<file path="src/rtl/axi_burst_write_master.sv">
// axi_burst_write_master
// Takes one write command (base address + beat count), splits it into AXI4
// INCR bursts of at most MAX_BURST beats that never cross a 4 KB boundary,
// streams the beats from a show-ahead packet buffer, keeps up to
// MAX_OUTSTANDING bursts in flight and folds every B response into a single
// wr_done / wr_err result.
module axi_burst_write_master #(
   parameter int AXI_ADDR_W      = 40,
   parameter int AXI_DATA_W      = 512,
   parameter int AXI_ID_W        = 4,
   parameter int AXI_ID          = 1,
   parameter int LEN_W           = 16,
   parameter int MAX_BURST       = 16,
   parameter int MAX_OUTSTANDING = 4
) (
   input  logic                    clk,
   input  logic                    rst,
   // command side
   input  logic                    cmd_vld,
   output logic                    cmd_rdy,
   input  logic [AXI_ADDR_W-1:0]   cmd_addr,
   input  logic [LEN_W-1:0]        cmd_len,
   output logic                    wr_done,
   output logic                    wr_err,
   // packet buffer read side
   input  logic                    pb_empty,
   input  logic [AXI_DATA_W-1:0]   data_flit,
   output logic                    pb_rd_en,
   // AXI write address channel
   output logic [AXI_ID_W-1:0]     axi_awid,
   output logic [AXI_ADDR_W-1:0]   axi_awaddr,
   output logic [7:0]              axi_awlen,
   output logic [2:0]              axi_awsize,
   output logic [1:0]              axi_awburst,
   output logic [3:0]              axi_awcache,
   output logic                    axi_awvld,
   input  logic                    axi_awrdy,
   // AXI write data channel
   output logic [AXI_DATA_W-1:0]   axi_wdata,
   output logic [AXI_DATA_W/8-1:0] axi_wstrb,
   output logic                    axi_wlast,
   output logic                    axi_wvld,
   input  logic                    axi_wrdy,
   // AXI write response channel
   input  logic [1:0]              axi_bresp,
   input  logic                    axi_bvld,
   output logic                    axi_brdy
);

   localparam int BYTES = AXI_DATA_W / 8;
   localparam int SIZE  = $clog2(BYTES);
   localparam int RW    = LEN_W + 1;                      // remaining-beats width
   localparam int CW    = (RW > 13) ? RW : 13;            // burst-size arithmetic width
   localparam int OW    = $clog2(MAX_OUTSTANDING + 1);    // outstanding / fifo count width
   localparam int PW    = (MAX_OUTSTANDING > 1) ? $clog2(MAX_OUTSTANDING) : 1;

   typedef enum logic [1:0] {IDLE, ISSUE, DRAIN} state_t;

   state_t                state, state_nxt;
   logic [AXI_ADDR_W-1:0] addr_q;
   logic [RW-1:0]         remaining_q;
   logic [OW-1:0]         outstanding_q;
   logic                  err_q;

   logic [CW-1:0]         to_boundary;
   logic [CW-1:0]         beats;
   logic [8:0]            burst_beats;
   logic                  cmd_hs, aw_hs, w_hs, b_hs;
   logic                  issue_ok, drain_done;

   // W-length FIFO: one entry (awlen) per issued burst
   logic [7:0]            fifo_mem [MAX_OUTSTANDING];
   logic [PW-1:0]         wr_ptr, rd_ptr;
   logic [OW-1:0]         fifo_cnt;
   logic                  fifo_nonempty;
   logic                  fifo_push, fifo_pop;
   logic [7:0]            beat_cnt;

   logic                  unused_bits;

   function automatic logic [PW-1:0] ptr_inc(input logic [PW-1:0] p);
      return (p == PW'(MAX_OUTSTANDING - 1)) ? '0 : p + 1'b1;
   endfunction

   assign cmd_hs      = cmd_vld & cmd_rdy;
   assign aw_hs       = axi_awvld & axi_awrdy;
   assign w_hs        = axi_wvld & axi_wrdy;
   assign b_hs        = axi_bvld & axi_brdy;
   assign burst_beats = {1'b0, axi_awlen} + 9'd1;

   assign fifo_nonempty = (fifo_cnt != '0);
   assign fifo_push     = aw_hs;
   assign fifo_pop      = w_hs & axi_wlast;

   // constant AW attributes and combinational W / B channel controls
   assign axi_awid    = AXI_ID_W'(AXI_ID);
   assign axi_awsize  = 3'(SIZE);
   assign axi_awburst = 2'b01;
   assign axi_awcache = 4'b0010;
   assign axi_wdata   = data_flit;
   assign axi_wstrb   = '1;
   assign axi_wvld    = ~pb_empty & fifo_nonempty;
   assign axi_wlast   = fifo_nonempty & (beat_cnt == fifo_mem[rd_ptr]);
   assign pb_rd_en    = w_hs;
   assign axi_brdy    = (outstanding_q != '0);

   // low address bits are forced to zero and bresp[0] carries no meaning here
   assign unused_bits = ^{cmd_addr[SIZE-1:0], axi_bresp[0]};

   // Next burst size: min(remaining, MAX_BURST, beats left before the 4 KB line)
   always_comb begin
      to_boundary = CW'((13'h1000 - {1'b0, addr_q[11:0]}) >> SIZE);
      beats       = CW'(remaining_q);
      if (beats > CW'(MAX_BURST)) beats = CW'(MAX_BURST);
      if (beats > to_boundary)    beats = to_boundary;
   end

   // FSM state register
   always_ff @(posedge clk) begin
      if (rst) state <= IDLE;
      else     state <= state_nxt;
   end

   // FSM next-state and issue/drain decisions
   always_comb begin
      // NOTE: every variable gets a default first so no path can infer a latch.
      state_nxt  = state;
      issue_ok   = 1'b0;
      drain_done = 1'b0;
      unique case (state)
         IDLE: begin
            if (cmd_hs) state_nxt = ISSUE;
         end
         ISSUE: begin
            issue_ok = ~axi_awvld & (outstanding_q < OW'(MAX_OUTSTANDING));
            if (aw_hs && (remaining_q == RW'(burst_beats))) state_nxt = DRAIN;
         end
         DRAIN: begin
            drain_done = (outstanding_q == '0) & ~fifo_nonempty;
            if (drain_done) state_nxt = IDLE;
         end
         default: state_nxt = IDLE;
      endcase
   end

   // Command, AW registers, outstanding count, sticky error and done pulse
   always_ff @(posedge clk) begin
      // NOTE: sequential state uses non-blocking assignments so every reader sees pre-edge values.
      if (rst) begin
         cmd_rdy       <= 1'b0;
         wr_done       <= 1'b0;
         wr_err        <= 1'b0;
         addr_q        <= '0;
         remaining_q   <= '0;
         outstanding_q <= '0;
         err_q         <= 1'b0;
         axi_awvld     <= 1'b0;
         axi_awaddr    <= '0;
         axi_awlen     <= '0;
      end else begin
         cmd_rdy <= (state_nxt == IDLE);
         wr_done <= drain_done;
         wr_err  <= drain_done & err_q;

         if (cmd_hs) begin
            addr_q      <= {cmd_addr[AXI_ADDR_W-1:SIZE], {SIZE{1'b0}}};
            remaining_q <= {1'b0, cmd_len} + RW'(1);
            err_q       <= 1'b0;
         end

         // address/len only load while awvld is low, so they hold during a stall
         if (issue_ok) begin
            axi_awvld  <= 1'b1;
            axi_awaddr <= addr_q;
            axi_awlen  <= 8'(beats - CW'(1));
         end

         if (aw_hs) begin
            axi_awvld   <= 1'b0;
            addr_q      <= addr_q + (AXI_ADDR_W'(burst_beats) << SIZE);
            remaining_q <= remaining_q - RW'(burst_beats);
         end

         // simultaneous AW and B handshakes cancel out
         outstanding_q <= outstanding_q + OW'(aw_hs) - OW'(b_hs);

         if (b_hs && axi_bresp[1]) err_q <= 1'b1;
      end
   end

   // W-length FIFO storage
   always_ff @(posedge clk) begin
      // NOTE: storage is not reset; the pointers and count alone say which entries are valid.
      if (fifo_push) fifo_mem[wr_ptr] <= axi_awlen;
   end

   // W-length FIFO pointers and beat counter against the head entry
   always_ff @(posedge clk) begin
      if (rst) begin
         wr_ptr   <= '0;
         rd_ptr   <= '0;
         fifo_cnt <= '0;
         beat_cnt <= '0;
      end else begin
         if (fifo_push) wr_ptr <= ptr_inc(wr_ptr);
         if (fifo_pop)  rd_ptr <= ptr_inc(rd_ptr);
         fifo_cnt <= fifo_cnt + OW'(fifo_push) - OW'(fifo_pop);
         if (w_hs) beat_cnt <= axi_wlast ? 8'd0 : beat_cnt + 8'd1;
      end
   end

endmodule

</file>
<file path="config.mk">
export PLATFORM = sky130hd
export DESIGN_NAME = axi_burst_write_master
export DESIGN_NICKNAME = d
export VERILOG_FILES = /design/src/rtl/axi_burst_write_master.sv
export SDC_FILE = /design/constraint.sdc
export NUM_CORES = 1
export LEC_CHECK = 0
export BUFFER_PORTS_ARGS = -buffer_cell sky130_fd_sc_hd__clkbuf_2
export CAP_MARGIN = 20
export CORE_AREA = 2 2 475 477
export CTS_BUF_LIST = sky130_fd_sc_hd__clkbuf_4
export CTS_CLUSTER_DIAMETER = 200
export DETAILED_ROUTE_END_ITERATION = 8
export DIE_AREA = 0 0 477 479
export PLACE_DENSITY = 0.33
export SLEW_MARGIN = 20
export SYNTH_ARGS = -nofsm -noshare
export SYNTH_HDL_FRONTEND = slang
export SYNTH_SLANG_ARGS = --single-unit
</file>
<file path="constraint.sdc">
create_clock -name clk -period 4.6 [get_ports clk]
set_clock_uncertainty 0.15 [all_clocks]
set_input_delay 0.23 -clock clk [delete_from_list [all_inputs] [get_ports clk]]
set_output_delay 0.23 -clock clk [all_outputs]
set_load 0.1 [all_outputs]
</file>
==> flow_summary.html <==
<table>
<tr><th>Metric</th><th>Value</th></tr>
<tr><th colspan="2">STA</th></tr>
<tr><td>Max-slew violations</td><td>0</td></tr>
<tr><td>Final critical path time including I/O delays and setup</td><td>4.02 ns</td></tr>
<tr><td>Slack of the critical path</td><td>0.583 ns</td></tr>
<tr><td>Endpoints failing hold</td><td>0</td></tr>
<tr><td>Worst slew pin tran</td><td>1.02 ns</td></tr>
<tr><td>Max frequency</td><td>249 MHz</td></tr>
<tr><td>Setup-failing EPs final</td><td>0</td></tr>
<tr><td>Worst max-slew margin expressed relative to the limit</td><td>0.320</td></tr>
<tr><td>Total negative setup slack</td><td>0 ns</td></tr>
<tr><td>Final critical-path share of the clock period</td><td>0.873</td></tr>
<tr><td>Post-route worst hold slack</td><td>0.0199 ns</td></tr>
<tr><td>RSZ-0062 raised after global routing</td><td>no</td></tr>
<tr><th colspan="2">Clocking</th></tr>
<tr><td>Buffer cell driving the clock tree root</td><td>sky130_fd_sc_hd__clkbuf_4</td></tr>
<tr><td>Clk slew on worst S/H paths</td><td>0.17 ns</td></tr>
<tr><td>Number of buffers added by the clock tree synthesis step</td><td>17</td></tr>
<tr><td>H-tree Lvls</td><td>4</td></tr>
<tr><td>CTS max path bufs</td><td>2</td></tr>
<tr><td>Clock network latency to the later pin of the worst-skew pair</td><td>0.75 ns</td></tr>
<tr><td>Clock tree from TritonCTS</td><td>done</td></tr>
<tr><td>Num Clock Sinks</td><td>152</td></tr>
<tr><th colspan="2">Placement</th></tr>
<tr><td>Worst setup slack before clock tree synthesis</td><td>0.810 ns</td></tr>
<tr><td>DP Wirelength</td><td>108000 µm</td></tr>
<tr><td>Cell total after placement</td><td>4161</td></tr>
<tr><td>I/O Buffers</td><td>107</td></tr>
<tr><td>Final GP Congestion</td><td>0.843</td></tr>
<tr><th colspan="2">Die</th></tr>
<tr><td>Core area</td><td>224000 µm²</td></tr>
<tr><td>I/O pin count</td><td>1222</td></tr>
<tr><td>Area enclosed by the die boundary</td><td>228000 µm²</td></tr>
<tr><td>Initial cell density of the core</td><td>0.0586</td></tr>
<tr><td>Row count</td><td>174</td></tr>
<tr><td>Y dimension of the die</td><td>479 µm</td></tr>
<tr><td>Width of the die</td><td>477 µm</td></tr>
<tr><th colspan="2">Synthesis</th></tr>
<tr><td>Most common flop cell mapped by yosys</td><td>sky130_fd_sc_hd__dfxtp_1</td></tr>
<tr><td>Post-synth EDFFs</td><td>32</td></tr>
<tr><td>Area leader, netlist</td><td>sky130_fd_sc_hd__buf_4</td></tr>
<tr><td>Count of mapped cells out of synthesis</td><td>1605</td></tr>
<tr><td>Unique cell type count in the Yosys netlist</td><td>70</td></tr>
<tr><td>Dominant cells by area after synthesis</td><td>sky130_fd_sc_hd__buf_4, sky130_fd_sc_hd__dfxtp_1, sky130_fd_sc_hd__edfxtp_1, sky130_fd_sc_hd__nand2_1, sky130_fd_sc_hd__ha_1</td></tr>
<tr><td>Share of synthesized flip-flops with an asynchronous set or reset</td><td>0</td></tr>
<tr><td>Synthesized area divided by synthesized cell count</td><td>8.16 µm²</td></tr>
<tr><td>Share of the yosys chip area belonging to registers</td><td>0.257</td></tr>
<tr><td>Post-synthesis register bit count</td><td>152</td></tr>
<tr><td>Top cell type's share of synthesized area</td><td>0.342</td></tr>
<tr><td>Number of warnings issued by yosys</td><td>0</td></tr>
<tr><td>Syn Std Cell Area</td><td>13100 µm²</td></tr>
<tr><th colspan="2">Run</th></tr>
<tr><td>Number of maximum-capacitance violations</td><td>0</td></tr>
<tr><th colspan="2">GRT</th></tr>
<tr><td>Number of global-route vias before repair</td><td>9108</td></tr>
<tr><td>Antenna violations before repair</td><td>22</td></tr>
<tr><td>Total routing usage reported by global routing</td><td>0.0997</td></tr>
<tr><td>Global-route wire length before repair</td><td>139000 µm</td></tr>
<tr><td>Overflow after GRT</td><td>0</td></tr>
<tr><td>Largest net degree at the start of global routing</td><td>64</td></tr>
<tr><th colspan="2">Cells and area</th></tr>
<tr><td>Area delta synth-&gt;final</td><td>8.08%</td></tr>
<tr><td>Area occupied by multi-input gates</td><td>5210 µm²</td></tr>
<tr><td>Reg area</td><td>3360 µm²</td></tr>
<tr><td>Layout cell share with drive strength beyond 1</td><td>0.147</td></tr>
<tr><td>Cell Count, Final, Fillers Out</td><td>4265</td></tr>
<tr><td>Net total in the final layout</td><td>1876</td></tr>
<tr><td>Fillers</td><td>26452</td></tr>
<tr><th colspan="2">Setup path</th></tr>
<tr><td>Arr. time, crit path</td><td>4.56 ns</td></tr>
<tr><td>Highest fanout seen on the critical path</td><td>9</td></tr>
<tr><td>Type of origin of the critical path</td><td>flop</td></tr>
<tr><td>Data required time of the critical path</td><td>5.14 ns</td></tr>
<tr><td>Critical path endpoint category</td><td>flop</td></tr>
<tr><td>Classification of the worst setup path</td><td>flop to flop</td></tr>
<tr><th colspan="2">Detailed routing</th></tr>
<tr><td>Number of routed nets with antenna violations</td><td>0</td></tr>
<tr><td>Total routed wirelength</td><td>118000 µm</td></tr>
<tr><td>Remaining routing DRC violations</td><td>0</td></tr>
<tr><td>Detail-routed via count per cell</td><td>2.23</td></tr>
<tr><td>Routed length per instance</td><td>27.7 µm</td></tr>
<tr><td>Number of vias in the routed layout</td><td>9495</td></tr>
<tr><td>Initial drt markers</td><td>507</td></tr>
<tr><td>First drt pass iteration count</td><td>5</td></tr>
<tr><th colspan="2">Power and ir drop</th></tr>
<tr><td>PD cells</td><td>276 nW/µm²</td></tr>
<tr><td>Worst voltage drop across the vdd grid</td><td>165 µV</td></tr>
<tr><td>Leakage power figure</td><td>4.32 nW</td></tr>
<tr><th colspan="2">Status</th></tr>
<tr><td>Outcome</td><td>finished clean</td></tr>
<tr><th colspan="2">Hold path</th></tr>
<tr><td>Hold/Removal Path Class</td><td>primary input to flop</td></tr>
</table>
critical path, cell delays in order (launching register included):
cell	delay (ns)
sky130_fd_sc_hd__dfxtp_1	0.56
sky130_fd_sc_hd__ha_1	0.25
sky130_fd_sc_hd__nand3_1	0.15
sky130_fd_sc_hd__nor2_1	0.23
sky130_fd_sc_hd__nand3_1	0.28
sky130_fd_sc_hd__ha_1	0.33
sky130_fd_sc_hd__or3_1	0.36
sky130_fd_sc_hd__or3_1	0.33
sky130_fd_sc_hd__or2_1	0.26
sky130_fd_sc_hd__a21oi_1	0.24
sky130_fd_sc_hd__o21ai_0	0.13
sky130_fd_sc_hd__a21oi_1	0.16
sky130_fd_sc_hd__dlygate4sd3_1	0.55
logic make-up after synthesis:
logic type      share of synthesized area
other cells                      0.000573
compound gates                      0.127
buf+inv                             0.370
xor+xnor                           0.0328
flops                               0.257
simple gates                        0.144
mux                                0.0250
fa+ha+maj                          0.0443
routing by layer:
| layer | vias to the layer above | global-route usage | routed length (µm) |
|---|---|---|---|
| met1 | 4255 | 0.0566 | 24100 |
| li1 | 4102 | - | - |
| met2 | 949 | 0.164 | 55100 |
| met3 | 183 | 0.146 | 36300 |
| met5 | - | 0.0106 | 302 |
| met4 | 6 | 0.0208 | 2350 |
through the flow:
stage               power [W]  instance area, µm²    util
floorplan             0.00474               13400       -
global placement      0.00299               13200  0.0591
detailed placement    0.00299               13200  0.0591
CTS                   0.00400               14100  0.0633
global route          0.00415               14100  0.0633
finish                0.00390               14200  0.0633
power by group:
part	internal [W]	switching (W)	leakage, nW	total [W]
clock	0.000278	0.000642	0.135	0.000920
sequential	0.00143	0.0000949	1.28	0.00153
combinational	0.000390	0.00106	2.91	0.00145
sequential cells by signal, summed over array words and instances, names as in the netlist, 3 cells and up, named ones only:
| name | count |
|---|---|
| fifo_cnt | 3 |
| fifo_mem | 32 |
| axi_awlen | 8 |
| remaining_q | 17 |
| addr_q | 34 |
| beat_cnt | 8 |
| axi_awaddr | 34 |
| outstanding_q | 3 |
layout make-up:
| class | count | share of cell area |
|---|---|---|
| multi-input combinational | 844 | 0.368 |
| tap | 2992 | 0.264 |
| sequential | 152 | 0.238 |
| timing repair buffer | 200 | 0.0992 |
| inverter | 40 | 0.0106 |
| clock inverter | 15 | 0.00990 |
| clock buffer | 17 | 0.00902 |
| antenna | 5 | 0.000884 |
path summary, 6_finish.rpt:
kind                  start               to  slack, ns  depth (start not counted)
max            axi_awlen[1]  remaining_q[14]       0.58                         12
min                 cmd_vld        addr_q[7]       0.02                          5
max reg2reg    axi_awlen[1]  remaining_q[14]       0.58                         12
min reg2reg  axi_awaddr[11]   axi_awaddr[11]       0.32                          2
cell usage in the layout (no fill, tap or decap), drive strengths merged, types with 13 or more instances in the layout:
| cell | n |
|---|---|
| nor3 | 30 |
| a21oi | 79 |
| or3 | 21 |
| a31oi | 22 |
| nand2 | 149 |
| dfxtp | 120 |
| edfxtp | 32 |
| clkbuf | 123 |
| and3 | 18 |
| mux2i | 17 |
| xnor2 | 29 |
| o211ai | 18 |
| conb | 85 |
| inv | 46 |
| buf | 27 |
| nor2 | 69 |
| ha | 40 |
| xor2 | 20 |
| a211oi | 14 |
| dlygate4sd3 | 67 |
| o21ai | 17 |
| nand4 | 13 |
| nand3 | 35 |
repair_timing:
item	4_1_cts	5_1_grt
endpoints found under the hold margin	93	0
buffers inserted	0	0
hold buffers	67	0
gates resized for setup	0	0
synthesized netlist by cell type, drive strengths merged (4+ instances only):
cell / instances
a211oi: 14
a21oi: 79
nand2: 149
nor4: 6
edfxtp: 32
clkbuf: 46
o211ai: 18
a22oi: 7
nor2: 69
xnor2: 29
ha: 40
a21o: 9
inv: 39
o221ai: 7
nor2b: 7
o21a: 9
mux2i: 17
nor3: 30
a2111oi: 4
mux4: 4
o31ai: 4
nand3: 35
o311ai: 5
o22ai: 7
and2: 12
nand4: 13
dfxtp: 120
or4: 7
a31oi: 22
nand2b: 6
o21ai: 17
or3: 21
mux2: 6
xor2: 20
fa: 4
a311oi: 11
and3: 18
or2: 6
buf: 606
and4: 5
No activity file was read; power rests on OpenSTA's default activity.
